File: src/rtl/instr_fetch_unit.sv
// Instruction fetch stage feeding the control unit.
// Owns the program counter, reads instruction memory over a req/ready
// handshake and presents one fetched word plus its PC in a single-entry
// output register that downstream back-pressures with stall.
//
// Ports:
//   clk, rst            clock (rising edge), asynchronous active-high reset
//   stall               downstream not ready; output register holds
//   redirect            apply the jump_sel target at this edge (flushes)
//   jump_sel            0: pc_out+4, 1: pc_out+(jump_offset<<2),
//                       2: jump_reg, 3: {pc_out[31:18], jump_field, 2'b00}
//   jump_offset         sign-extended word offset
//   jump_reg            register jump target
//   jump_field          absolute jump field
//   imem_req/imem_addr  word read request and word-aligned address
//   imem_ready          imem_rdata valid this cycle; completes the request
//   imem_rdata          read data
//   instruction/pc_out  presented instruction and its address (registered)
//   instr_valid         output register holds a valid entry
//   halted              halt opcode fetched; no further requests
module instr_fetch_unit #(
  parameter logic [31:0] RESET_PC    = 32'h0000_0000,
  parameter logic [5:0]  HALT_OPCODE = 6'b000000
) (
  input  logic        clk,
  input  logic        rst,
  input  logic        stall,
  input  logic        redirect,
  input  logic [1:0]  jump_sel,
  input  logic [31:0] jump_offset,
  input  logic [31:0] jump_reg,
  input  logic [15:0] jump_field,
  output logic        imem_req,
  output logic [31:0] imem_addr,
  input  logic        imem_ready,
  input  logic [31:0] imem_rdata,
  output logic [31:0] instruction,
  output logic        instr_valid,
  output logic [31:0] pc_out,
  output logic        halted
);

  localparam int unsigned XLEN    = 32;
  localparam int unsigned OPC_LSB = 26;

  typedef enum logic [1:0] {
    S_FETCH = 2'd0,
    S_HOLD  = 2'd1,
    S_HALT  = 2'd2
  } state_e;

  state_e            state_q, state_d;
  logic [XLEN-1:0]   fetch_pc_q, fetch_pc_d;
  logic [XLEN-1:0]   instruction_q, instruction_d;
  logic [XLEN-1:0]   pc_out_q, pc_out_d;
  logic              valid_q, valid_d;
  logic              halted_q, halted_d;

  logic [XLEN-1:0]   target_raw;
  logic [XLEN-1:0]   target;
  logic              consume;
  logic              capture;
  logic              is_halt;

  // Request only when fetching and the output slot is free (or draining now).
  assign imem_req  = !rst && (state_q == S_FETCH) && (!valid_q || !stall);
  assign imem_addr = {fetch_pc_q[XLEN-1:2], 2'b00};

  assign instruction = instruction_q;
  assign instr_valid = valid_q;
  assign pc_out      = pc_out_q;
  assign halted      = halted_q;

  assign consume = valid_q && !stall;
  // A ready coinciding with a redirect is dropped: the fetched word is stale.
  assign capture = imem_req && imem_ready && !redirect;
  assign is_halt = (imem_rdata[XLEN-1:OPC_LSB] == HALT_OPCODE);

  // Redirect target relative to the presented instruction's PC.
  always_comb begin
    target_raw = pc_out_q + 32'd4;
    unique case (jump_sel)
      2'd0: target_raw = pc_out_q + 32'd4;
      2'd1: target_raw = pc_out_q + (jump_offset << 2);
      2'd2: target_raw = jump_reg;
      2'd3: target_raw = {pc_out_q[XLEN-1:18], jump_field, 2'b00};
      default: target_raw = pc_out_q + 32'd4;
    endcase
    target = {target_raw[XLEN-1:2], 2'b00};
  end

  // Next-state and next-output computation.
  always_comb begin
    state_d       = state_q;
    fetch_pc_d    = fetch_pc_q;
    instruction_d = instruction_q;
    pc_out_d      = pc_out_q;
    valid_d       = valid_q;
    halted_d      = halted_q;

    if (redirect) begin
      fetch_pc_d = target;
      valid_d    = 1'b0;
      state_d    = S_FETCH;
      halted_d   = 1'b0;
    end else begin
      if (consume) begin
        valid_d = 1'b0;
      end
      unique case (state_q)
        S_FETCH: begin
          if (capture) begin
            instruction_d = imem_rdata;
            pc_out_d      = fetch_pc_q;
            valid_d       = 1'b1;
            if (is_halt) begin
              state_d  = S_HALT;
              halted_d = 1'b1;
            end else begin
              fetch_pc_d = fetch_pc_q + 32'd4;
            end
          end else if (valid_q && stall) begin
            state_d = S_HOLD;
          end
        end
        S_HOLD: begin
          if (consume) begin
            state_d = S_FETCH;
          end
        end
        S_HALT: begin
          state_d = S_HALT;
        end
        default: begin
          state_d = S_FETCH;
        end
      endcase
    end
  end

  // State and output registers.
  always_ff @(posedge clk or posedge rst) begin
    if (rst) begin
      state_q       <= S_FETCH;
      fetch_pc_q    <= RESET_PC;
      instruction_q <= '0;
      pc_out_q      <= RESET_PC;
      valid_q       <= 1'b0;
      halted_q      <= 1'b0;
    end else begin
      state_q       <= state_d;
      fetch_pc_q    <= fetch_pc_d;
      instruction_q <= instruction_d;
      pc_out_q      <= pc_out_d;
      valid_q       <= valid_d;
      halted_q      <= halted_d;
    end
  end

endmodule
File: config.mk
export PLATFORM = sky130hd
export DESIGN_NAME = instr_fetch_unit
export DESIGN_NICKNAME = d
export VERILOG_FILES = /design/src/rtl/instr_fetch_unit.sv
export SDC_FILE = /design/constraint.sdc
export NUM_CORES = 1
export LEC_CHECK = 0
export CORE_ASPECT_RATIO = 1.5
export CORE_UTILIZATION = 51
export DETAILED_ROUTE_END_ITERATION = 12
export HOLD_SLACK_MARGIN = 0.03
export PLACE_DENSITY = 0.95
export SYNTH_ARGS = -nofsm -noshare
export SYNTH_HDL_FRONTEND = slang
export SYNTH_SLANG_ARGS = --single-unit
File: constraint.sdc
create_clock -name clk -period 5.65 [get_ports clk]
set_clock_uncertainty 0.15 [all_clocks]
set_input_delay 0.565 -clock clk [delete_from_list [all_inputs] [get_ports clk]]
set_output_delay 0.565 -clock clk [all_outputs]
set_load 0.01 [all_outputs]
[After elaboration in Yosys (flattened, before gate mapping)]
Cells that the tools add are included.
Operators by class
  bitwise logic cells: 1
  equality and inequality tests: 9
  muxes and demuxes: 19
  add/sub/neg operators: 3
  reduce and logical (&&, ||, !) cells: 21
Operators by type and width (count)
  $mux 32: 4
  $pmux 32 s4: 1
  $add 32x3->32 const B: 2
  $add 32x32->32: 1
  $reduce_and 3->1: 4
  $mux 2: 5
  $mux 1: 8
  $eq 2x2->1 const B: 3
  $logic_and 1x1->1: 6
  $logic_not 6->1: 1
  $pmux 2 s3: 1
  $reduce_bool 2->1: 3
  $eq 2x1->1 const B: 2
  $logic_not 1->1: 4
  $logic_not 2->1: 2
  $ne 4x3->1 const B: 1
  $ne 4x4->1 const B: 1
  $ne 3x3->1 const B: 1
  $ne 2x2->1 const B: 1
  $logic_or 1x1->1: 1
  $not 1->1: 1
Storage, ports and cells
  logic and storage cells: 59
  bits of input ports: 119
  register bits: 100
  output and inout bits: 99

[Longest topological paths before layout]
  word-level depth: 8
  gate-level depth with buffers: 14
  gate-level depth less buffers: 11

[Least setup slack after synthesis]
No wires, ideal clock.
  path kind: input to register
  from: input jump_sel[0]
  to: register fetch_pc_q[20]
  cell stages on the path: 13
  data required time: 5.369 ns
  setup time: 0.131 ns
  path slack: 2.007 ns
  path buffers: 2
  arrival time: 3.361 ns
  cell sequence: clkbuf_1 nor2b_1 clkbuf_1 nand2b_1 ha_1 fa_1 a21o_1 a221o_1 o21ai_2 o31ai_1 a41oi_1 mux2i_1 or3_1
Between the ends
  word-level cells in the longest chain between the ends: 3
  elaborated cells between the ends (all ways): 6
  classes of those cells: eq/ne: 3; mux: 2; reduce/logical: 1
Ends and longest elaborated chain
  start, declared: RTL line 29  | input logic [1:0] jump_sel,
  $eq 2x2->1, or another cell as far along: RTL line 82  | unique case (jump_sel)
  $pmux 32 s4 *: RTL line 82
  $mux 32 *: RTL line 101  | if (redirect) begin
  end signal, assigned: RTL line 152  | fetch_pc_q <= fetch_pc_d;
  end, declared: RTL line 53  | logic [XLEN-1:0] fetch_pc_q, fetch_pc_d;
Every way passes the cells marked *; elsewhere a longest branch is shown, timed or not.
A chain may end at the register's enable or synchronous reset.

[Final worst setup path]
  from: input jump_sel[0]
  to: register fetch_pc_q[31]
Same word-level chain as after synthesis.

==> results_dict.tcl <==
set metrics [dict create \
    outcome "completed" \
    slew_viol_final 0 \
    cts_made_buffers 9 \
    num-fill-cells 891 \
    synth-edff-count 0 \
    numPlacedInstances 1010 \
    cts.clk_slew.worst_paths_ns 0.08 \
    post_cts_buffers 0 \
    path_class "input port to flip-flop" \
    p_seq_frac 0.336 \
    synth_adder_area_share 0.0606 \
    drt_first_iter_violations 278 \
    cap_violations 0 \
    crit-reg2reg-capture "fetch_pc_q[28]" \
    cts_htree_levels 3 \
    ys_seq_area_frac 0.368 \
    switching_power_mw 1.25 \
    synth_area_per_cell_um2 9.71 \
    regArea_um2 2400 \
    grt_pass1_vias 6332 \
    fmax_ghz 0.247 \
    rsz0062_at_grt "no" \
    ys_top_cells_by_area "dfrtp_1 37%, mux2_2 12%, ha_1 5.8%" \
    fin_nets 1015 \
    drive_gt1_frac 0.128 \
    p_per_area_nw_per_um2 373 \
    dp_hpwl_um 14600 \
    postRouteWirelength_um 19500 \
    ys.flop_type "dfrtp_1" \
    synth_top_family_by_area "compound AO/OA/AOI/OAI gates" \
    reg2reg_depth 9 \
    min_to "instruction[27]" \
    ys_warn_count 0 \
    clk_latency_ns 0.35 \
    syn_inst 672 \
    ff2ff_setup_slack_ns 2.46 \
    placementRows 50 \
    cts_root_buf "clkbuf_16" \
    hold_viol_final 0 \
    cts_tree "yes" \
    yosys.area.top_type_share 0.368 \
    synthXorXnorAreaFrac 0.0645 \
    antennaDiodeCount 0 \
    hold_depth 1 \
    arrival_ns 4.16 \
    fin_hold_ws_ns 0.358 \
    peakVddDrop_mv 0.213 \
    multi_input_area_um2 3930 \
    post_drt_wl_per_cell_um 19.0 \
    vias_per_cell 5.92 \
    die_y_um 141 \
    hp-class "flip-flop to flip-flop" \
    synth-simple-area-share 0.154 \
    cts-resized-gates 0 \
    syn-cell-area_um2 6520 \
    worst_pin_slew_ns 1.10 \
    final_antenna_net_count 0 \
    finalNonFillerCells 1026 \
    io-pin-count 218 \
    globalplace.congestion 0.926 \
    synth_top_area_cell "dfrtp_1" \
    p_sw_frac 0.373 \
    synth_cell_types 63 \
    cts.sinks 96 \
    setup_viol 0 \
    hold_start "instruction[27]" \
    endpoint_kind "flip-flop" \
    leakage_nw 3.78 \
    drc 0 \
    die_w_um 94.3 \
    dr.pass1.iters 6 \
    grt_max_degree 59 \
    maxSlewHeadroom 0.267 \
    grt_pass1_wl_um 31300 \
    antenna_found_initial 0 \
    cp-start-kind "input port" \
    yosysMostFrequentCell "dfrtp_1" \
    cp.required_ns 5.75 \
    synth-async-reset-ratio 1.00 \
    finalSetupTns_ns 0 \
    cts_hold_buf 0 \
    period_share 0.717 \
    overflow 0 \
    syn_to_final_growth_pct 38.2 \
    power_frac_clock 0.196 \
    worstPathMaxFanout 14 \
    synth_mux_area_frac 0.156 \
    synth-compound-area-share 0.164 \
    r2r-start "pc_out[2]" \
    p_int_mw 2.10 \
    power_frac_comb 0.469 \
    fin_crit_ns 4.05 \
    critPathLaunch "jump_sel[0]" \
    ys_ff_latch 96 \
    grt_use_total 0.307 \
    core-area_um2 12400 \
    die-area_um2 13300 \
    vias 6071 \
    cts_max_path_buffers 2 \
    portBuffers 209 \
    netlist_top_cells_count "96 x dfrtp_1, 71 x mux2_2, 61 x nand2_1, 39 x a21oi_1, 37 x o21ai_0" \
    initial_core_util 0.524 \
]
## sequential cells by signal, indices dropped and copies added, names as in the netlist
signal and count:
state_q 2, instr_valid 1, pc_out 30, halted 1
instruction 32, fetch_pc_q 30
## cell type report
type / count / share of cell area
Inverter: 14 / 0.00611
Clock buffer: 10 / 0.0265
Multi-Input combinational cell: 529 / 0.436
Sequential cell: 96 / 0.266
Clock inverter: 6 / 0.00833
Tap cell: 156 / 0.0217
Timing Repair Buffer: 215 / 0.235
## layer usage
metal  vias to the layer above  track usage  share of wire
met5                         -            0              0
met4                         0        0.151          0.039
met3                        59       0.0537          0.056
met2                       263        0.548           0.54
met1                      2903        0.343           0.37
li1                       2846            -              -
## metrics by stage
step,instance area (µm²),worst slack [ns],utilization,power [mW]
final,9010,1.60,0.724,3.36
after global routing,9010,1.39,0.724,3.55
after CTS,9010,1.67,0.724,3.36
after detailed placement,8700,1.34,0.699,2.69
after global placement,8700,1.40,0.699,2.63
after floorplan,6530,2.01,-,1.95
## cell usage in the layout (no fill, tap or decap), types with 17 or more instances in the layout
master and n:
xor2_1 31, nand3_1 21, o21ai_0 37, ha_1 30, mux2i_1 22, dfrtp_1 96, a21oi_1 39, mux2_2 71
and2_1 32, xnor2_1 17, nor2_1 22, clkdlybuf4s50_1 206, nand2_1 60, o211ai_1 23
## power by group through the flow
stage               clock (mW)  sequential [mW]  combinational [mW]
floorplan                    0             1.18               0.766
global placement             0             1.12                1.51
detailed placement           0             1.13                1.55
CTS                      0.663             1.12                1.57
global route             0.690             1.16                1.70
finish                   0.657             1.13                1.57
## worst max-delay path: stages
cell and delay, ns:
buf_2 0.08, nor2b_1 0.82, and2_1 0.32, ha_1 0.29, a211oi_1 0.42, o211ai_2 0.19, a32oi_2 0.34, a211oi_1 0.24
a311oi_1 0.46, xnor2_1 0.15, a221oi_1 0.26
## worst max-delay path by stage
stage          slack, ns        endpoint
3_5_place_dp        1.34  fetch_pc_q[28]
3_3_place_gp        1.40  fetch_pc_q[20]
2_1_floorplan       2.01  fetch_pc_q[20]
4_1_cts             1.67  fetch_pc_q[28]
5_1_grt             1.39  fetch_pc_q[30]
6_report            1.60  fetch_pc_q[31]
## cell families (layout without fill, tap and decap cells)
logic type,Yosys count,count (layout)
buffers and inverters,50,245
adder cells (fa/ha/maj),31,31
AO/OA/AOI/OAI,160,160
AND/OR/NAND/NOR,193,193
XOR/XNOR,48,48
other,1,4
flip-flops,96,96
multiplexers,93,93
(Power assumes the default switching activity.)
